<file path="src/rtl/data_mem_responder_if.sv">
// data_mem_responder_if: MEM-stage data memory bus.
// Handshake: the master raises MEM_R_EN and/or MEM_W_EN with addr/wdata
// stable and keeps them there until it samples ready high at a rising edge.
// The access completes at that edge. ready high while idle with no request
// means the memory does not stall the pipeline. rdata is registered and holds
// its value between reads.
interface data_mem_responder_if;
  logic        MEM_R_EN;
  logic        MEM_W_EN;
  logic [31:0] addr;
  logic [31:0] wdata;
  logic        ready;
  logic [31:0] rdata;

  modport master (output MEM_R_EN, MEM_W_EN, addr, wdata, input ready, rdata);
  modport slave  (input MEM_R_EN, MEM_W_EN, addr, wdata, output ready, rdata);
endinterface

</file>
<file path="src/rtl/data_mem_responder.sv">
// data_mem_responder: multi-cycle data memory with IDLE/BUSY/DONE FSM.
// The request is latched in IDLE. It waits WAIT_CYCLES cycles in BUSY and
// completes on the BUSY->DONE edge. Out-of-range accesses drop writes and read
// back 0. Read and write requested together are treated as a write.
// Optional macro DMEM_FAST_EN: IDLE with a request goes straight to DONE and
// performs the access on that edge, so every access takes 2 cycles.
module data_mem_responder #(
  parameter int WAIT_CYCLES = 4,
  parameter int DEPTH       = 64,
  parameter int BASE_ADDR   = 1024
) (
  input  logic                       clk,
  input  logic                       rst,
  data_mem_responder_if.slave        bus,
  output logic [1:0]                 o_state
);
  localparam logic [31:0] BASE_U  = 32'(BASE_ADDR);
  localparam logic [31:0] DEPTH_U = 32'(DEPTH);
  localparam int          IDX_W   = (DEPTH > 1) ? $clog2(DEPTH) : 1;

  typedef enum logic [1:0] {
    ST_IDLE = 2'd0,
    ST_BUSY = 2'd1,
    ST_DONE = 2'd2
  } state_t;

  state_t           r_state;
  state_t           w_next;
  logic             w_req;
  logic             w_ready;
  logic             w_fire;
  logic             w_busy_done;
  logic             w_acc_write;
  logic             w_in_range;
  logic [31:0]      w_acc_addr;
  logic [31:0]      w_acc_wdata;
  logic [31:0]      w_offset;
  logic [31:0]      w_word;
  logic [IDX_W-1:0] w_index;
  logic [31:0]      r_rdata;
  logic [31:0]      r_mem [DEPTH];

  assign w_req = bus.MEM_R_EN | bus.MEM_W_EN;

`ifdef DMEM_FAST_EN
  // Fast build: the access uses the live request in the IDLE cycle.
  assign w_fire      = (r_state == ST_IDLE) && w_req;
  assign w_busy_done = 1'b1;
  assign w_acc_write = bus.MEM_W_EN;
  assign w_acc_addr  = bus.addr;
  assign w_acc_wdata = bus.wdata;
`else
  localparam int                CNT_W    = (WAIT_CYCLES > 1) ? $clog2(WAIT_CYCLES + 1) : 1;
  localparam logic [CNT_W-1:0]  CNT_LOAD = CNT_W'(WAIT_CYCLES - 1);

  logic [CNT_W-1:0] r_cnt;
  logic             r_is_write;
  logic [31:0]      r_addr;
  logic [31:0]      r_wdata;

  // Wait counter: loaded on request acceptance, counts down in BUSY.
  always_ff @(posedge clk) begin
    if (rst) begin
      r_cnt <= '0;
    end else if (r_state == ST_IDLE && w_req) begin
      r_cnt <= CNT_LOAD;
    end else if (r_state == ST_BUSY && r_cnt != '0) begin
      r_cnt <= r_cnt - 1'b1;
    end
  end

  // Request latch: captures the access in IDLE; later input changes are ignored.
  always_ff @(posedge clk) begin
    if (rst) begin
      r_is_write <= 1'b0;
      r_addr     <= '0;
      r_wdata    <= '0;
    end else if (r_state == ST_IDLE && w_req) begin
      r_is_write <= bus.MEM_W_EN;
      r_addr     <= bus.addr;
      r_wdata    <= bus.wdata;
    end
  end

  assign w_fire      = (r_state == ST_BUSY) && (r_cnt == '0);
  assign w_busy_done = (r_cnt == '0);
  assign w_acc_write = r_is_write;
  assign w_acc_addr  = r_addr;
  assign w_acc_wdata = r_wdata;
`endif

  // Address decode: byte offset from the base, low two bits dropped.
  assign w_offset   = w_acc_addr - BASE_U;
  assign w_word     = w_offset >> 2;
  assign w_in_range = (w_acc_addr >= BASE_U) && (w_word < DEPTH_U);
  assign w_index    = w_word[IDX_W-1:0];

  // FSM state register.
  always_ff @(posedge clk) begin
    if (rst) r_state <= ST_IDLE;
    else     r_state <= w_next;
  end

  // FSM next state and combinational ready.
  always_comb begin
    w_next  = r_state;
    w_ready = 1'b0;
    case (r_state)
      ST_IDLE: begin
        w_ready = ~w_req;
        if (w_req) begin
`ifdef DMEM_FAST_EN
          w_next = ST_DONE;
`else
          w_next = ST_BUSY;
`endif
        end
      end
      ST_BUSY: begin
        if (w_busy_done) w_next = ST_DONE;
      end
      ST_DONE: begin
        w_ready = 1'b1;
        w_next  = ST_IDLE;
      end
      default: w_next = ST_IDLE;
    endcase
  end

  // Read data register: loads only when a read completes, holds otherwise.
  always_ff @(posedge clk) begin
    if (rst) begin
      r_rdata <= '0;
    end else if (w_fire && !w_acc_write) begin
      r_rdata <= w_in_range ? r_mem[w_index] : '0;
    end
  end

  // Storage array: never cleared; a write is suppressed while rst is high.
  always_ff @(posedge clk) begin
    if (!rst && w_fire && w_acc_write && w_in_range) begin
      r_mem[w_index] <= w_acc_wdata;
    end
  end

  assign bus.ready  = w_ready;
  assign bus.rdata  = r_rdata;
  assign o_state    = r_state;
endmodule

</file>
<file path="src/flat_wrapper.sv">
// flat-port wrapper written by rule: the top's interface ports become plain ports
module data_mem_responder_flat 
#(
  parameter int WAIT_CYCLES = 4,
  parameter int DEPTH       = 64,
  parameter int BASE_ADDR   = 1024
)
  (clk, rst, o_state, bus_MEM_R_EN, bus_MEM_W_EN, bus_addr, bus_wdata, bus_ready, bus_rdata);
  data_mem_responder_if bus_i ();
  input  logic clk;
  input  logic rst;
  output logic [1:0] o_state;
  input wire logic [$bits(bus_i.MEM_R_EN)-1:0] bus_MEM_R_EN;
  input wire logic [$bits(bus_i.MEM_W_EN)-1:0] bus_MEM_W_EN;
  input wire logic [$bits(bus_i.addr)-1:0] bus_addr;
  input wire logic [$bits(bus_i.wdata)-1:0] bus_wdata;
  output wire logic [$bits(bus_i.ready)-1:0] bus_ready;
  output wire logic [$bits(bus_i.rdata)-1:0] bus_rdata;
  assign bus_i.MEM_R_EN = bus_MEM_R_EN;
  assign bus_i.MEM_W_EN = bus_MEM_W_EN;
  assign bus_i.addr = bus_addr;
  assign bus_i.wdata = bus_wdata;
  assign bus_ready = bus_i.ready;
  assign bus_rdata = bus_i.rdata;
  data_mem_responder #(.WAIT_CYCLES(WAIT_CYCLES), .DEPTH(DEPTH), .BASE_ADDR(BASE_ADDR)) u_core (.clk(clk), .rst(rst), .bus(bus_i), .o_state(o_state));
endmodule
</file>
<file path="config.mk">
export PLATFORM = sky130hd
export DESIGN_NAME = data_mem_responder_flat
export DESIGN_NICKNAME = d
export VERILOG_FILES = /design/src/rtl/data_mem_responder_if.sv /design/src/rtl/data_mem_responder.sv /design/src/flat_wrapper.sv
export SDC_FILE = /design/constraint.sdc
export NUM_CORES = 2
export LEC_CHECK = 0
export CAP_MARGIN = 20
export CORE_MARGIN = 1
export CORE_UTILIZATION = 60
export DETAILED_ROUTE_END_ITERATION = 16
export PLACE_DENSITY = 0.74
export SLEW_MARGIN = 20
export SYNTH_ARGS = -nofsm -noshare
export SYNTH_HDL_FRONTEND = slang
export SYNTH_SLANG_ARGS = --single-unit
</file>
<file path="constraint.sdc">
create_clock -name clk -period 4.66 [get_ports clk]
set_input_delay 0.932 -clock clk [delete_from_list [all_inputs] [get_ports clk]]
set_output_delay 0.932 -clock clk [all_outputs]
set_load 0.01 [all_outputs]
</file>
Word level (Yosys, flattened, before mapping)
Memories as Yosys holds them, arrays and structs flattened.
Cells that the tools add are included.
{ "totals": {"output_inout_bits": 35, "ram_bits": 2048, "mem_bits_ro": 0, "latch_bits": 0, "n_memories": 1, "input_bits": 68, "reg_bits": 102} }
{ "classes": {"n_addsub": 2, "multipliers": 0, "eq_ne": 4, "shifts": 0, "mux": 9, "n_bitwise": 2, "order_cmp": 2, "n_div": 0, "n_reduce_logical": 16} }
{ "memory_table": {"columns": ["memory", "depth", "width", "read_ports", "rd_ports_with_merged_regs", "write_ports", "line_no", "source"], "rows": [
  ["u_core.r_mem", 64, 32, 1, 0, 1, "data_mem_responder.sv:41", "logic [31:0] r_mem [DEPTH];"]
]} }
{ "op_table": {"columns": ["op", "n"], "rows": [
  ["32-bit by 11-bit greater-or-equal comparator with 1-bit output, second input constant", 1],
  ["32-bit 2-to-1 mux", 1],
  ["32-bit by 11-bit subtractor with 32-bit output, second input constant", 1],
  ["30-bit by 7-bit less-than comparator with 1-bit output, second input constant", 1],
  ["1-bit logical AND", 8],
  ["2-bit 2-to-1 mux", 4],
  ["2-bit by 1-bit inequality test with 1-bit output, second input constant", 2],
  ["2-bit one-hot mux with 2 select lines", 1],
  ["3-bit zero test", 1],
  ["3-bit nonzero test", 1],
  ["3-bit by 1-bit subtractor with 3-bit output, second input constant", 1],
  ["2-bit by 1-bit equality test with 1-bit output, second input constant", 1],
  ["2-bit equality test, second input constant", 1],
  ["1-bit zero test", 2],
  ["2-bit zero test", 1],
  ["1-bit 2-to-1 mux", 2],
  ["1-bit one-hot mux with 2 select lines", 1],
  ["2-bit AND reduction", 1],
  ["2-bit nonzero test", 1],
  ["2-bit OR reduction", 1],
  ["1-bit NOT", 1],
  ["1-bit OR", 1]
]} }

Logic depth before layout (Yosys ltp)
{ "logic_depth": {"ltp_word": 7, "ltp_mapped": 12, "mapped_depth_nobuf": 8} }

Worst setup path before layout
OpenSTA, ideal clock, no wires.
{ "synth_path": {"path_kind": "input-to-reg", "start": "input port rst", "end": "memory u_core.r_mem[49][0] (enable)", "path_buffers": 2, "cell_stages": 6, "path_slack_ps": 801, "setup_ps": 421, "arrival_time_ps": 3437, "path_cell_list": "clkbuf_1 -> nor4_1 -> and4_1 -> clkbuf_1 -> nand2_1 -> nor2_1"} }
{ "synth_via": {"elab_chain_len": 6} }
{ "synth_rtl": {"columns": ["item", "line_no", "source"], "rows": [
  ["from (decl)", "flat_wrapper.sv:11", "input logic rst;"],
  ["1-bit zero test", "data_mem_responder.sv:141", "if (!rst && w_fire && w_acc_write && w_in_range) begin"],
  ["1-bit logical AND (3 in series)", "data_mem_responder.sv:141", null],
  ["1-bit 2-to-1 mux", "data_mem_responder.sv:141", null],
  ["1-bit 2-to-1 mux (implied by the code)", "data_mem_responder.sv:142", "r_mem[w_index] <= w_acc_wdata;"],
  ["to (decl)", "data_mem_responder.sv:41", null]
]} }
No other way between the ends.

Worst setup path after layout
{ "layout_path": {"start": "register u_core.r_addr[25]", "end": "memory u_core.r_mem[17][24] (enable)"} }
{ "layout_via": {"elab_chain_len": 6, "word_cells_on_any_way": 7, "classes_between": "add/sub (1); order compare (2); mux (2); reduce/logical (2)"} }
{ "layout_rtl": {"columns": ["item", "line_no", "source"], "rows": [
  ["from (decl)", "data_mem_responder.sv:58", "logic [31:0] r_addr;"],
  ["from (signal assigned)", "data_mem_responder.sv:80", "r_addr <= bus.addr;"],
  ["32-bit by 11-bit subtractor with 32-bit output", "data_mem_responder.sv:93", "assign w_offset = w_acc_addr - BASE_U;"],
  ["30-bit by 7-bit less-than comparator with 1-bit output", "data_mem_responder.sv:95", "assign w_in_range = (w_acc_addr >= BASE_U) && (w_word < DEPTH_U);"],
  ["1-bit logical AND *", "data_mem_responder.sv:95", null],
  ["1-bit logical AND *", "data_mem_responder.sv:141", null],
  ["1-bit 2-to-1 mux *", "data_mem_responder.sv:141", null],
  ["1-bit 2-to-1 mux (implied by the code) *", "data_mem_responder.sv:142", null]
]} }
Mark *: on every way between the ends. The rest lies on a longest branch, timed or not.

==> summary.md <==
| Metric | Value |
|---|---|
| Sequential-to-total area share from yosys stat | 0.768 |
| Port-buffer cells | 100 |
| Max Slew Vio Count | 0 |
| Initial core utilization | 0.607 |
| CP Class | reg -> reg |
| Mapped Cells | 4577 |
| Share of synthesized registers carrying an async set or reset | 0 |
| Total negative setup slack | 0 ns |
| Worst hold path endpoint | u_core.r_mem[22][27] |
| Setup bufs post-CTS | 0 |
| Slew margin rel. | 0.196 |
| Worst R2R Path Depth | 7 |
| Vias post-DR | 47613 |
| VDD IR max | about 0.37 mV |
| Via density | 7.00 |
| # Max-Cap Violations | 0 |
| Reg2reg end | u_core.r_mem[17][24] |
| Slew @ Worst Pin | 1.21 ns |
| Nets | 4918 |
| DR iter-0 viols | 7676 |
| Post-synthesis register bit count | 2148 |
| FF-to-FF Start | u_core.r_addr[25] |
| # IOs | 103 |
| Row Count | around 140 |
| CTS H-tree lvls | 4 |
| Die Ht | between 300 and 400 µm |
| Final ANT Viol Nets | 0 |
| Die area | 0.139 mm² |
| Min-delay worst type | reg -> reg |
| Global route overflow | 0 |
| Synth area leader | edfxtp_1 |
| Clk buf depth | 3 |
| Leak | a little under 30 nW |
| Achievable frequency | 0.265 GHz |
| CP Data Arrival Time | 4.25 ns |
| GRT Overall Usage | 0.334 |
| Total Wirelength | about 230 mm |
| Min cycle time layout | 3.77 ns |
| Clock share of power | 0.386 |
| Post-route design area | 0.0938 mm² |
| # hold bufs at CTS | 0 |
| DRT Pass-1 Iters | 7 |
| DP Wirelength | 137 mm |
| Largest net degree at the start of global routing | 78 |
| Synth warnings | 0 |
| RSZ-0062 raised after global routing | false |
| Critical Path Sink Type | flop |
| Switching share of power | 0.236 |
| DRC | 0 |
| Die Wd | 373 µm |
| P per Cell Area | ~440 mW/mm² |
| Global-route wire length before repair | around 330 mm |
| TritonCTS clock tree | yes |
| Psw | roughly 9.7 mW |
| Fin cells | 6801 |
| # setup viols final | 0 |
| Commonest non-fill, non-tap cell in the layout | edfxtp_1 |
| Post-CTS Resized | 0 |
| Hold Violations, Final | 0 |
| EDFF count, synth | approximately 2000 |
| Vias in the first global route | 46021 |
| Clock Sinks | about 2100 |
| Cell internal pwr | 31.4 mW |
| Core outline area | 0.136 mm² |
| Critical Path Start Type | flop |
| Cell Area, Placed | 0.0874 mm² |
| Placed Cells incl. Taps | 6425 |
| Layout area overhead | 13.4% |
| GPL Wtd Cong | between 0.8 and 0.9 |
| WL per Instance | 34.4 µm |
| CTS root buffer | clkbuf_16 |
| Worst hold start | u_core.r_wdata[27] |
| Yosys top cell area share | 0.744 |
| Most frequent cells in the layout | edfxtp_1 (2048), nand2_1 (293), o22ai_1 (251) |
| Syn Nets | 4647 |
| Netlist cell types | 64 |
| Fin Clk Skew | between 0.04 and 0.05 ns |
| Clock Pin Slew Worst Setup and Hold Paths | 0.06 ns |
| Crit path max fanout | 18 |
| Initial antenna violation count | 14 |
| Hold-critical path depth | 0 |
| Fin crit share | 0.810 |
| Netlist Area Pre-Place | just over 0.08 mm² |
| R2R Setup Slk | 0.89 ns |
| Average size of a mapped cell | roughly 18 µm² |
| Sequential share of power | 0.527 |
| Outcome | completed |
| Layout cells sized above 1 | 0.215 |
| Req. time, crit path | around 5.1 ns |
| Most used flip-flop cell after synthesis | edfxtp_1 |
| Logic gate share of total power | 0.087 |
| CTS buffer count | ~200 |
| Filler instances | 8366 |
| Largest cells by area after synthesis | edfxtp_1 (74%), mux4_2 (4.2%), mux2_2 (3.2%) |
| Clock latency on the worst-skew pair | 0.85 ns |
-- sequential cells by signal (all words and copies together), names as in the netlist --
signal	flops
u_core.bus.rdata	32
u_core.o_state	2
u_core.r_cnt	3
u_core.r_mem	2048
u_core.r_wdata	32
u_core.r_is_write	1
u_core.r_addr	30
-- worst max-delay path, stage by stage, from the launching register on --
cell and delay, ns:
dfxtp_1 0.32, nor4_1 0.51, nand4_1 0.16, nor4_1 0.35
and4_1 0.76, nand2_1 0.67, nor2_4 0.24, buf_4 0.38
-- worst max path at each step --
stage                      start              endpoint  slack [ns]  depth (start not counted)
3_3_place_gp                 rst  u_core.r_mem[17][12]        0.95                          6
6_report       u_core.r_addr[25]  u_core.r_mem[17][24]        0.89                          7
5_1_grt        u_core.r_addr[11]  u_core.r_mem[17][24]        0.71                          7
2_1_floorplan                rst   u_core.r_mem[49][0]        0.80                          6
3_5_place_dp                 rst  u_core.r_mem[17][15]        0.95                          6
4_1_cts        u_core.r_addr[25]  u_core.r_mem[17][24]        0.99                          7
-- cells by family after synthesis --
logic type               share of synthesized area
flip-flops                                   0.768
AO/OA/AOI/OAI                               0.0726
multiplexers                                 0.109
AND/OR/NAND/NOR                             0.0276
buffers and inverters                       0.0219
XOR/XNOR                                  0.000424
adder cells (fa/ha/maj)                   0.000303
-- cells in the mapped netlist (all sizes together) (10+ instances only) --
| library cell | count |
|---|---|
| nor2 | 170 |
| edfxtp | 2048 |
| a21oi | 220 |
| mux2 | 232 |
| a211oi | 23 |
| buf | 217 |
| o22a | 24 |
| clkbuf | 82 |
| a22o | 12 |
| o221ai | 86 |
| o22ai | 251 |
| a22oi | 65 |
| nor3 | 15 |
| nor2b | 11 |
| dfxtp | 100 |
| mux4 | 173 |
| a221oi | 33 |
| o31ai | 17 |
| o211ai | 12 |
| o21ai | 117 |
| nand2 | 296 |
| mux2i | 245 |
| a31oi | 10 |
| a222oi | 11 |
-- metal layers --
| layer | vias to the layer above | global-route usage | wire [µm] | share of wire |
|---|---|---|---|---|
| met5 | - | 0 | 213 | 0.00091 |
| li1 | 19095 | - | - | - |
| met2 | 3829 | 0.504 | 106000 | 0.45 |
| met4 | 24 | 0.126 | 9650 | 0.041 |
| met3 | 623 | 0.103 | 34400 | 0.15 |
| met1 | 24042 | 0.462 | 83400 | 0.36 |
-- power groups by stage --
stage               Combinational, mW  Sequential (mW)  Clock [mW]
global route                     3.66             21.6        16.6
finish                           3.56             21.6        15.8
floorplan                        1.89             22.1           0
detailed placement               3.42             22.0           0
CTS                              3.44             21.6        15.9
global placement                 3.35             22.0           0
-- area by class of cell --
| type | instances | area [µm²] | share of cell area |
|---|---|---|---|
| repair buffers | 366 | 3640 | 0.0389 |
| diodes | 2 | 5.00 | 0.0000534 |
| flip-flops and latches | 2148 | 63600 | 0.678 |
| clock buffers | 263 | 5540 | 0.0591 |
| inverters | 6 | 27.5 | 0.000294 |
| well taps | 1781 | 2230 | 0.0238 |
| clock inverters | 111 | 796 | 0.00849 |
| multi-input cells | 2124 | 18000 | 0.191 |
-- per-stage QoR --
| stage | utilization | hold slack, ns | power (mW) | setup WS (ns) |
|---|---|---|---|---|
| 5_1_grt | 0.689 | 0.458 | 41.9 | 0.707 |
| 6_report | 0.689 | 0.451 | 41.0 | 0.885 |
| 4_1_cts | 0.689 | 0.444 | 40.9 | 0.990 |
| 2_1_floorplan | - | 0.436 | 24.0 | 0.801 |
| 3_5_place_dp | 0.642 | 0.430 | 25.4 | 0.948 |
| 3_3_place_gp | 0.642 | 0.424 | 25.4 | 0.952 |
Power figures use the tool's default switching activity.
